$ cat src/rtl/ext_pipe.sv
// ext_pipe: registered immediate / load-data extender.
// One-cycle latency, one result per cycle, valid/ready on both sides.
// A main output register (M) plus one skid register (S) absorb a single
// cycle of backpressure without dropping or duplicating results.
module ext_pipe #(
  parameter int IN_W     = 16,
  parameter int OUT_W    = 32,
  parameter int BR_SHIFT = 2,
  parameter int OFF_W    = $clog2(OUT_W/8)
) (
  input  logic             clk,
  input  logic             reset_n,
  input  logic             in_valid,
  output logic             in_ready,
  input  logic [OUT_W-1:0] In,
  input  logic [2:0]       Op,
  input  logic [OFF_W-1:0] Off,
  output logic             out_valid,
  input  logic             out_ready,
  output logic [OUT_W-1:0] Out,
  output logic             Err
);

  typedef enum logic [2:0] {
    OP_SEXT  = 3'b000,
    OP_ZEXT  = 3'b001,
    OP_UPPER = 3'b010,
    OP_BRANCH= 3'b011,
    OP_LB    = 3'b100,
    OP_LBU   = 3'b101,
    OP_LH    = 3'b110,
    OP_LHU   = 3'b111
  } op_e;

  typedef struct packed {
    logic             err;
    logic [OUT_W-1:0] data;
  } res_t;

  // ---------------------------------------------------------------------
  // Extension datapath (pure function of the presented request)
  // ---------------------------------------------------------------------
  logic [IN_W-1:0]    imm;
  logic [OUT_W-1:0]   imm_sext;
  logic [OFF_W+2:0]   byte_idx;
  logic [OFF_W+2:0]   half_idx;
  logic [7:0]         ld_byte;
  logic [15:0]        ld_half;
  res_t               res_new;

  assign imm      = In[IN_W-1:0];
  assign imm_sext = {{(OUT_W-IN_W){imm[IN_W-1]}}, imm};
  // Byte lanes are little-endian: lane k lives at bits [8k+7:8k].
  assign byte_idx = {Off, 3'b000};
  // Halfword lane is forced even so the slice never runs past the word,
  // even when the request is misaligned (its data is discarded then).
  assign half_idx = {Off[OFF_W-1:1], 1'b0, 3'b000};
  assign ld_byte  = In[byte_idx +: 8];
  assign ld_half  = In[half_idx +: 16];

  // Decode the mode and build the extended result for the incoming request
  always_comb begin
    res_new = '0;
    case (op_e'(Op))
      OP_SEXT:   res_new.data = imm_sext;
      OP_ZEXT:   res_new.data = {{(OUT_W-IN_W){1'b0}}, imm};
      OP_UPPER:  res_new.data = {imm, {(OUT_W-IN_W){1'b0}}};
      OP_BRANCH: res_new.data = imm_sext << BR_SHIFT;
      OP_LB:     res_new.data = {{(OUT_W-8){ld_byte[7]}}, ld_byte};
      OP_LBU:    res_new.data = {{(OUT_W-8){1'b0}}, ld_byte};
      OP_LH: begin
        if (Off[0]) res_new.err  = 1'b1;
        else        res_new.data = {{(OUT_W-16){ld_half[15]}}, ld_half};
      end
      OP_LHU: begin
        if (Off[0]) res_new.err  = 1'b1;
        else        res_new.data = {{(OUT_W-16){1'b0}}, ld_half};
      end
      default:   res_new = '0;
    endcase
  end

  // ---------------------------------------------------------------------
  // M / S storage and handshake
  // ---------------------------------------------------------------------
  res_t m_q, m_d, s_q, s_d;
  logic m_vld_q, m_vld_d;
  logic s_vld_q, s_vld_d;
  logic in_ready_q, in_ready_d;
  logic in_xfer;
  logic m_open;

  assign in_xfer = in_valid & in_ready_q;
  // M can take a new value when it is empty or is being drained this edge.
  assign m_open  = ~m_vld_q | out_ready;

  // Next-state for M/S: drain S into M first so FIFO order is preserved
  always_comb begin
    m_d     = m_q;
    m_vld_d = m_vld_q;
    s_d     = s_q;
    s_vld_d = s_vld_q;
    if (m_open) begin
      if (s_vld_q) begin
        m_d     = s_q;
        m_vld_d = 1'b1;
        s_vld_d = in_xfer;
        if (in_xfer) s_d = res_new;
      end else if (in_xfer) begin
        m_d     = res_new;
        m_vld_d = 1'b1;
      end else begin
        // Data is left in place; only the valid bit drops.
        m_vld_d = 1'b0;
      end
    end else if (in_xfer) begin
      s_d     = res_new;
      s_vld_d = 1'b1;
    end
    in_ready_d = ~s_vld_d;
  end

  // State registers; reset drops anything in flight
  always_ff @(posedge clk or negedge reset_n) begin
    if (!reset_n) begin
      m_q        <= '0;
      m_vld_q    <= 1'b0;
      s_q        <= '0;
      s_vld_q    <= 1'b0;
      in_ready_q <= 1'b1;
    end else begin
      m_q        <= m_d;
      m_vld_q    <= m_vld_d;
      s_q        <= s_d;
      s_vld_q    <= s_vld_d;
      in_ready_q <= in_ready_d;
    end
  end

  assign in_ready  = in_ready_q;
  assign out_valid = m_vld_q;
  assign Out       = m_q.data;
  assign Err       = m_q.err;

endmodule

$ cat config.mk
export PLATFORM = sky130hd
export DESIGN_NAME = ext_pipe
export DESIGN_NICKNAME = d
export VERILOG_FILES = /design/src/rtl/ext_pipe.sv
export SDC_FILE = /design/constraint.sdc
export NUM_CORES = 1
export LEC_CHECK = 0
export ABC_AREA = 1
export ABC_CLOCK_PERIOD_IN_PS = 4200
export CAP_MARGIN = 5
export CORE_ASPECT_RATIO = 1.1
export CORE_UTILIZATION = 45
export DETAILED_ROUTE_END_ITERATION = 8
export PLACE_DENSITY_LB_ADDON = 0.2
export SLEW_MARGIN = 30
export SYNTH_ARGS = -nofsm -noshare
export SYNTH_HDL_FRONTEND = slang
export SYNTH_SLANG_ARGS = --single-unit
$ cat constraint.sdc
create_clock -name clk -period 4.2 [get_ports clk]
set_clock_uncertainty 0.1 [all_clocks]
set_input_delay 0.84 -clock clk [delete_from_list [all_inputs] [get_ports clk]]
set_output_delay 0.84 -clock clk [all_outputs]
set_load 0.01 [all_outputs]
==> results of run 1 <==
power by group:
group          total (mW)  internal, mW  leakage (nW)  switching (mW)
combinational        1.37         0.599          1.52           0.770
clock               0.561         0.276        0.0996           0.284
sequential           1.12         0.973         0.877           0.152
sequential cells by signal, indices dropped and copies added, names as in the netlist:
register	flops
s_vld_q	1
in_ready	1
out_valid	1
s_q	33
Out	32
Err	1
Yosys cell counts, drive strengths merged:
cell / instances / area share (%)
buf: 20 / 3.6
dfrtp: 68 / 43
nor3: 1 / 0.25
nor2: 78 / 8.0
a21oi: 15 / 2.0
dfstp: 1 / 0.66
inv: 39 / 3.8
nand4: 25 / 3.9
o21ai: 48 / 6.0
o22ai: 3 / 0.47
o211ai: 8 / 1.5
clkbuf: 12 / 1.1
o21bai: 16 / 3.0
nand2: 197 / 19
nand3: 20 / 3.6
o21a: 3 / 0.56
cells by family after synthesis:
family | count (synthesis)
simple gates | 321
compound gates | 93
buf+inv | 71
flops | 69
worst max-delay path, delay by kind of cell:
kind            cells  cell delay (ns)
simple gates        7             1.10
buf+inv             2             0.97
compound gates      1             0.23
metal layers:
layer  part of all wire [%]  routed length (um)  track usage (%)  vias up
met3                    3.9                 468             4.98       19
met5                      0                   0                0        -
met1                     43                5080             33.7     1847
met2                     51                6060             48.8      110
li1                       -                   -                -     1906
met4                    2.8                 329             9.25        0
final cells by class:
cell class	count	area [um^2]	share of cell area [%]
Sequential cell	69	1730	35.0
Tap cell	111	139	2.81
Multi-Input combinational cell	414	1920	38.9
Clock buffer	9	124	2.51
Clock inverter	7	73.8	1.49
Timing Repair Buffer	82	801	16.2
Inverter	39	151	3.06
path summary, 6_finish.rpt:
kind | from | endpoint | slack (ns)
max | Off[1] | Out[19]$_DFFE_PN0P_ | 1.20
min | reset_n | Out[5]$_DFFE_PN0P_ | 0.38
max reg2reg | s_vld_q$_DFF_PN0_ | s_q[32]$_DFFE_PN0P_ | 2.04
min reg2reg | s_q[26]$_DFFE_PN0P_ | s_q[26]$_DFFE_PN0P_ | 0.38
max in group asynchronous | reset_n | in_ready$_DFF_PN1_ | 2.89
min in group clk | s_q[26]$_DFFE_PN0P_ | s_q[26]$_DFFE_PN0P_ | 0.38
==> run summary, run 1 <==
Worst EP arrival - 3.14 ns
Gp weighted congestion - 0.931
# hold bufs at CTS - 0
Die area - 0.00925 mm^2
Initial antenna violation count - 0
Kind of critical path - input pin to flop
Max cap viols - 0
Hold_ws - 0.380 ns
Post-CTS Resized - 0
Pin count of the biggest net entering global routing - 46
DP Cell Count - 715
Share of cells above drive strength 1 - 7.74%
Most frequent cells in the layout - nand2_1 (192), nor2_1 (74), clkdlybuf4s50_1 (74)
Crit. End Element - flop
Avg Inst Size Synth - 7.20 um^2
Crit path time final - 3.00 ns
Pwr per Cell Area - 618 mW/mm^2
Setup_tns - 0 ns
Setup repair bufs after CTS - 0
CTS sink cnt - 69
Area grow syn2layout - 23.8%
Slowest cell delay on critical path - 0.73 ns
Total global routing overflow - 0
Lkg Pwr - 2.50 nW
Cell Count, Final, Fillers Out - 731
Slew Limit Fails - 0
Period utilization - 71.5%
Fin worst setup slack - 1.20 ns
Row count - 35
Synth Area in Simple Gates - 34.7%
Overall power - 3.05 mW
Max Freq - 0.333 GHz
Status - finished, final reports clean
Gr usage total - 27.4%
Mux contribution to synthesized area - 0%
R2R cell count - 7
Count of state elements after synthesis - 69
Max_slew headroom - 55.9%
Cell Area, Synth - 0.00399 mm^2
DP Area - 0.00474 mm^2
CTS tree - built
First DRT Iteration DRCs - 209
Core ar. - 0.00850 mm^2
Die Y - 101 um
WP data required - 4.34 ns
Synth Area in Compound Gates - 13.5%
Die Width - 91.8 um
Antenna viol nets, final - 0
Cell count after synthesis - 554
Port Buffers - 75
H-tree depth - 3
Final setup vio count - 0
Fin nets - 656
Number of remaining DRC errors - 0
Number of distinct library cells after synthesis - 29
Skew-Pair Late Insertion Delay - 0.35 ns
Crit-path max FO - 24
Sequential share of the synthesized area - 43.3%
CP most frequent cell - nand2_1
Worst-path clk slew - 0.08 ns
Post-synthesis xor/xnor area fraction - 0%
WL per Instance - 16.3 um
Syn Nets - 595
CTS buffer count - 9
Synth warnings - 0
Vias post-DR - 3882
DP HPWL - 8560 um
Total wire length - 11900 um
Vias per cell - 5.31
CP Launch Type - input pin
Clk buf depth - 2
Most common cell after layout, fill and taps aside - nand2_1
Final Core Density - 58.2%
Worst slack, placed - 0.854 ns
Slowest CP cell - clkdlybuf4s50_1
# IOs - 76
Slew @ Worst Pin - 0.659 ns
Peak supply drop - 0.347 mV
Antenna Cells - 0
Initial core utilization - 47.0%
Cell Chain, Critical Path - clkdlybuf4s50_1 -> inv_2 -> nand2_1 -> nand2_1 -> nand2_1 -> nand2_1 -> nand2_2 -> nand4_1 -> o21bai_1 -> nand2_1
Vias in the first global route - 3834
First-pass GRT wire length - 19500 um
First-pass iteration count of the detailed router - 4
Post-synthesis adder-cell area fraction - 0%
RSZ-0062 raised after global routing - false
Final instance area - 0.00494 mm^2
CTS root buffer - clkbuf_8
Largest family of logic cells by synthesized area - simple AND/OR/NAND/NOR gates
Final Hold Fails - 0
Hold WC Path Type - input pin to async pin
# fillers - 831
Power figures use the tool's default switching activity.
==> run 2, diff against run 1 <==
ABC_CLOCK_PERIOD_IN_PS = 2900   (was 4200)
clock period = 2.9 ns   (was 4.2 ns; I/O delays follow)
==> run 2 against run 1 <==
Hold slack got worse by 0.27 ns. Clock power rose by 66%. Critical path type unchanged. Largest cell class unchanged. Final area rose by 1.7%.
==> run summary, run 2 (synthesized netlist as in run 1, its figures left out) <==
Status - finished, final reports clean
Post-CTS Resized - 0 (unchanged)
Logic pwr share - 43.8% (-1.0 points)
CTS buffer count - 9 (unchanged)
# hold bufs at CTS - 0 (unchanged)
Worst EP arrival - 2.33 ns (-0.81 ns)
R2R setup slack - 0.98 ns (-1.06 ns)
M1 wire length - 5090 um (about the same)
Initial core utilization - 47.0% (unchanged)
Int Power - 2.79 mW (+51%)
Max_slew headroom - 67.6% (+12 points)
Period utilization - 75.5%
DP Area - 0.00480 mm^2 (+1.2%)
DP Cell Count - 721 (+0.84%)
Share of cells above drive strength 1 - 8.63% (+0.88 points)
Slew @ Worst Pin - 0.485 ns (-0.174 ns)
R2R Path End - Out[31]$_DFFE_PN0P_
Crit path time final - 2.19 ns
Total global routing overflow - 0 (unchanged)
Area of the multi-input gates - 0.00192 mm^2 (unchanged)
Lkg Pwr - 2.55 nW (+1.8%)
Hold WC Path Type - input pin to async pin
Vias post-DR - 3878 (-0.10%)
Antenna Cells - 0 (unchanged)
Die area - 0.00925 mm^2 (unchanged)
Sw Ratio - 38.8% (-0.67 points)
Final instance area - 0.00503 mm^2 (+1.7%)
WP data required - 3.04 ns (-1.30 ns)
Pin count of the biggest net entering global routing - 70 (+52%)
Initial antenna violation count - 0 (unchanged)
# IOs - 76 (unchanged)
CP Launch Type - input pin
CTS sink cnt - 69 (unchanged)
Most frequent cells in the layout - nand2_1 (192), nor2_1 (74), clkdlybuf4s50_1 (74)
Kind of critical path - input pin to flop
Pwr per Cell Area - 907 mW/mm^2 (+47%)
Core ar. - 0.00850 mm^2 (unchanged)
H-tree depth - 3 (unchanged)
RSZ-0062 raised after global routing - false
Number of remaining DRC errors - 0 (unchanged)
First DRT Iteration DRCs - 192 (-8.1%)
Metal3 WL - 492 um (+5.1%)
Vias in the first global route - 3854 (+0.52%)
DP HPWL - 8350 um (-2.5%)
Total wire length - 11600 um (-2.4%)
FF/Latch Area - 0.00173 mm^2 (unchanged)
Area grow syn2layout - 26.0%
Number of flip-flops in the largest register - 33 (unchanged)
Top sig layer - met4
Worst-path clk slew - 0.09 ns (about the same)
Net Switching - 1.77 mW (+47%)
R2R cell count - 7 (unchanged)
Max Freq - 0.457 GHz
Fin nets - 662 (+0.91%)
Crit-path max FO - 24 (unchanged)
Most common cell after layout, fill and taps aside - nand2_1
Met2 WL - 5860 um (-3.3%)
Biggest register - s_q
CTS tree - built
CTS root buffer - clkbuf_8
Row count - 35 (unchanged)
Max cap viols - 0 (unchanged)
Setup_tns - 0 ns (unchanged)
Die Width - 91.8 um (unchanged)
Slew Limit Fails - 0 (unchanged)
WL per Instance - 15.8 um (-3.2%)
Skew-Pair Late Insertion Delay - 0.36 ns (about the same)
Gr usage total - 27.7% (+0.22 points)
First-pass GRT wire length - 19700 um (+1.2%)
Clk buf depth - 2 (unchanged)
Gp weighted congestion - 0.902 (-3.1%)
Clock power share - 20.4% (+2.0 points)
Reg2reg start - in_ready$_DFF_PN1_
Final setup vio count - 0 (unchanged)
Vias per cell - 5.26 (-0.92%)
Cell Count, Final, Fillers Out - 737 (+0.82%)
Final Hold Fails - 0 (unchanged)
Port Buffers - 75 (unchanged)
Setup repair bufs after CTS - 0 (unchanged)
Antenna viol nets, final - 0 (unchanged)
Die Y - 101 um (unchanged)
Power share of the sequential group - 35.7% (-1.1 points)
First-pass iteration count of the detailed router - 4 (unchanged)
# fillers - 809 (-2.6%)
Crit. End Element - flop
Peak supply drop - 0.466 mV (+34%)
[run 2: through the flow]
stage | util (%) | hold slack [ns] | total power [mW] | worst slack [ns]
2_1_floorplan | - | 0.184 | 2.80 | 1.20
3_3_place_gp | 56.5 | 0.356 | 3.60 | 0.366
3_5_place_dp | 56.5 | 0.360 | 3.65 | 0.320
4_1_cts | 59.2 | 0.146 | 4.59 | 0.681
5_1_grt | 59.2 | 0.155 | 4.92 | 0.482
6_report | 59.2 | 0.108 | 4.56 | 0.711
[run 2: power groups by stage]
stage | logic [mW] | registers [mW] | clock network (mW)
after floorplan | 1.09 | 1.71 | 0
after global placement | 1.97 | 1.63 | 0
after detailed placement | 2.01 | 1.65 | 0
after CTS | 2.02 | 1.63 | 0.946
after global routing | 2.26 | 1.68 | 0.985
final | 2.00 | 1.63 | 0.932
[run 2: worst max-delay path by stage]
stage                               end  slack (ns)  cells past startpoint  startpoint
global placement    Out[17]$_DFFE_PN0P_        0.37                     10      Off[1]
finish              Out[19]$_DFFE_PN0P_        0.71                     10      Off[1]
global route        Out[19]$_DFFE_PN0P_        0.48                     10      Off[1]
CTS                 Out[19]$_DFFE_PN0P_        0.68                     10      Off[1]
floorplan           Out[16]$_DFFE_PN0P_        1.20                      9      Off[0]
detailed placement  Out[19]$_DFFE_PN0P_        0.32                     10      Off[1]
[run 2: worst max-delay path, cell delays in order]
cell	delay [ns]
clkdlybuf4s50_1	0.52
inv_2	0.07
nand2_1	0.06
nand2_1	0.10
nand2_1	0.07
nand2_1	0.07
nand2_2	0.33
nand4_1	0.27
o21bai_1	0.19
nand2_1	0.07
[run 2: area by class of cell]
type | instances | share of cell area, %
multi-input combinational | 414 | 38.3
inverter | 39 | 3.01
clock buffer | 9 | 2.46
tap | 111 | 2.76
clock inverter | 7 | 2.09
sequential | 69 | 34.4
timing repair buffer | 88 | 17.0
[run 2: routing by layer]
layer | vias up | global-route usage, %
met5 | - | 0
met4 | 0 | 9.25
met3 | 14 | 3.70
met2 | 94 | 48.6
met1 | 1856 | 35.3
li1 | 1914 | -
==> run 3, diff against run 2 <==
ABC_CLOCK_PERIOD_IN_PS = 2000   (was 2900)
clock period = 2 ns   (was 2.9 ns; I/O delays follow)
==> run 3 against run 2 <==
Via count rose by 3.8%. Wire length up 0.86%. Power is 44% higher. Final area up 5.6%. Hold slack better by 0.27 ns. Sequential power up 46%. Sequential share of layout area shrank 1.8 points. Cell count up 4.2%. Die area did not move.
==> run summary, run 3 (synthesized netlist as in run 1, its figures left out) <==
Status - finished, final reports clean
Peak supply drop - 0.690 mV (+48%)
Clk buf depth - 2 (unchanged)
Row count - 35 (unchanged)
Worst-path clk slew - 0.09 ns (about the same)
# IOs - 76 (unchanged)
Die area - 0.00925 mm^2 (unchanged)
R2R setup slack - 0.29 ns (-0.69 ns)
CTS buffer count - 9 (unchanged)
Period utilization - 95.7%
Share of cells above drive strength 1 - 12.8% (+4.2 points)
First DRT Iteration DRCs - 272 (+42%)
DP HPWL - 8770 um (+5.0%)
Cell Chain, Critical Path - clkdlybuf4s50_1
Initial antenna violation count - 0 (unchanged)
Vias in the first global route - 4002 (+3.8%)
Number of flip-flops in the largest register - 33 (unchanged)
Worst EP arrival - 1.41 ns (-0.92 ns)
Gp weighted congestion - 1.03 (+14%)
RSZ-0062 raised after global routing - false
Lkg Pwr - 2.71 nW (+6.5%)
Min-delay src - s_q[27]$_DFFE_PN0P_
Pwr per Cell Area - 1230 mW/mm^2 (+36%)
Worst path bufs/invs - 1 (-1)
Die Width - 91.8 um (unchanged)
First-pass iteration count of the detailed router - 5 (+1)
Crit. End Element - output pin
Fin worst setup slack - 0.0868 ns (-0.625 ns)
Slowest CP cell - dfstp_2
Final Hold Fails - 0 (unchanged)
Max_slew headroom - 67.2% (-0.38 points)
Max cap viols - 0 (unchanged)
Vias per cell - 5.24 (-0.42%)
Reg2reg start - in_ready$_DFF_PN1_
R2R cell count - 7 (unchanged)
Pin count of the biggest net entering global routing - 70 (unchanged)
Setup repair bufs after CTS - 0 (unchanged)
Total wire length - 11700 um (+0.86%)
Core ar. - 0.00850 mm^2 (unchanged)
Port Buffers - 75 (unchanged)
Final Core Density - 62.5% (+3.3 points)
Worst Hold End - s_q[27]$_DFFE_PN0P_
Antenna Cells - 0 (unchanged)
First-pass GRT wire length - 19600 um (-0.49%)
CP Launch Type - flop
Slew @ Worst Pin - 0.491 ns (+0.00575 ns)
Skew-Pair Late Insertion Delay - 0.35 ns (about the same)
Biggest register - s_q
Most common cell after layout, fill and taps aside - nand2_1
Most frequent cells in the layout - nand2_1 (192), nor2_1 (74), clkdlybuf4s50_1 (74)
Slowest cell delay on critical path - 0.54 ns (+0.02 ns)
Antenna viol nets, final - 0 (unchanged)
CTS sink cnt - 69 (unchanged)
Die Y - 101 um (unchanged)
DP Area - 0.00510 mm^2 (+6.3%)
CTS root buffer - clkbuf_8
Post-CTS Resized - 0 (unchanged)
Cell Count, Final, Fillers Out - 768 (+4.2%)
Final instance area - 0.00531 mm^2 (+5.6%)
WL per Instance - 15.3 um (-3.2%)
# hold bufs at CTS - 1 (+1)
Number of remaining DRC errors - 0 (unchanged)
Vias post-DR - 4024 (+3.8%)
Hold WC Path Type - flop to flop
DP Cell Count - 751 (+4.2%)
Gr usage total - 27.4% (-0.26 points)
H-tree depth - 3 (unchanged)
Delay-heaviest family, CP - flip-flops
Slew Limit Fails - 0 (unchanged)
Final setup vio count - 0 (unchanged)
Crit-path max FO - 2 (-92%)
Max Freq - 0.523 GHz
Worst slack, placed - -0.187 ns (-0.507 ns)
CTS tree - built
Area grow syn2layout - 32.9%
Kind of critical path - flop to output pin
Total global routing overflow - 0 (unchanged)
WP data required - 1.50 ns (-1.54 ns)
R2R Path End - Out[22]$_DFFE_PN0P_
Worst hold path stage count - 2
# fillers - 788 (-2.6%)
Initial core utilization - 47.0% (unchanged)
Fin nets - 693 (+4.7%)
Crit path time final - 1.91 ns
## run 3: cell type report
type	count	area, um^2	area share, %
Clock buffer	9	124	2.33
Clock inverter	7	73.8	1.39
Tap cell	111	139	2.62
Sequential cell	69	1730	32.6
Multi-Input combinational cell	414	1920	36.3
Inverter	39	151	2.85
Timing Repair Buffer	119	1170	22.0
## run 3: worst max-delay path by stage
stage	startpoint	endpoint	slack [ns]	cells past startpoint
after floorplan	Off[0]	Out[16]$_DFFE_PN0P_	0.48	9
after global placement	Op[1]	Out[17]$_DFFE_PN0P_	-0.17	8
after detailed placement	Op[1]	Out[17]$_DFFE_PN0P_	-0.19	8
after CTS	in_ready$_DFF_PN1_	in_ready	0.07	1
after global routing	in_ready$_DFF_PN1_	in_ready	0.04	1
final	in_ready$_DFF_PN1_	in_ready	0.09	1
## run 3: per-layer routing
metal	GRT usage (%)	part of all wire [%]
met5	0	0
met4	8.29	2.0
met3	4.90	5.4
met2	49.0	50
met1	33.9	42
## run 3: report_power, final
part | leakage [nW] | internal, mW | total (mW) | switching, mW
Clock | 0.0996 | 0.580 | 1.15 | 0.571
Sequential | 0.877 | 2.04 | 2.38 | 0.334
Combinational | 1.74 | 1.37 | 3.02 | 1.65
## run 3: metrics by stage
stage                     setup TNS (ns)  power (mW)  hold WS, ns
after floorplan                        0        4.05      0.00441
after global placement             -2.35        5.34        0.353
after detailed placement           -3.53        5.43        0.350
after CTS                              0        6.60        0.380
after global routing                   0        7.08        0.398
final                                  0        6.55        0.379
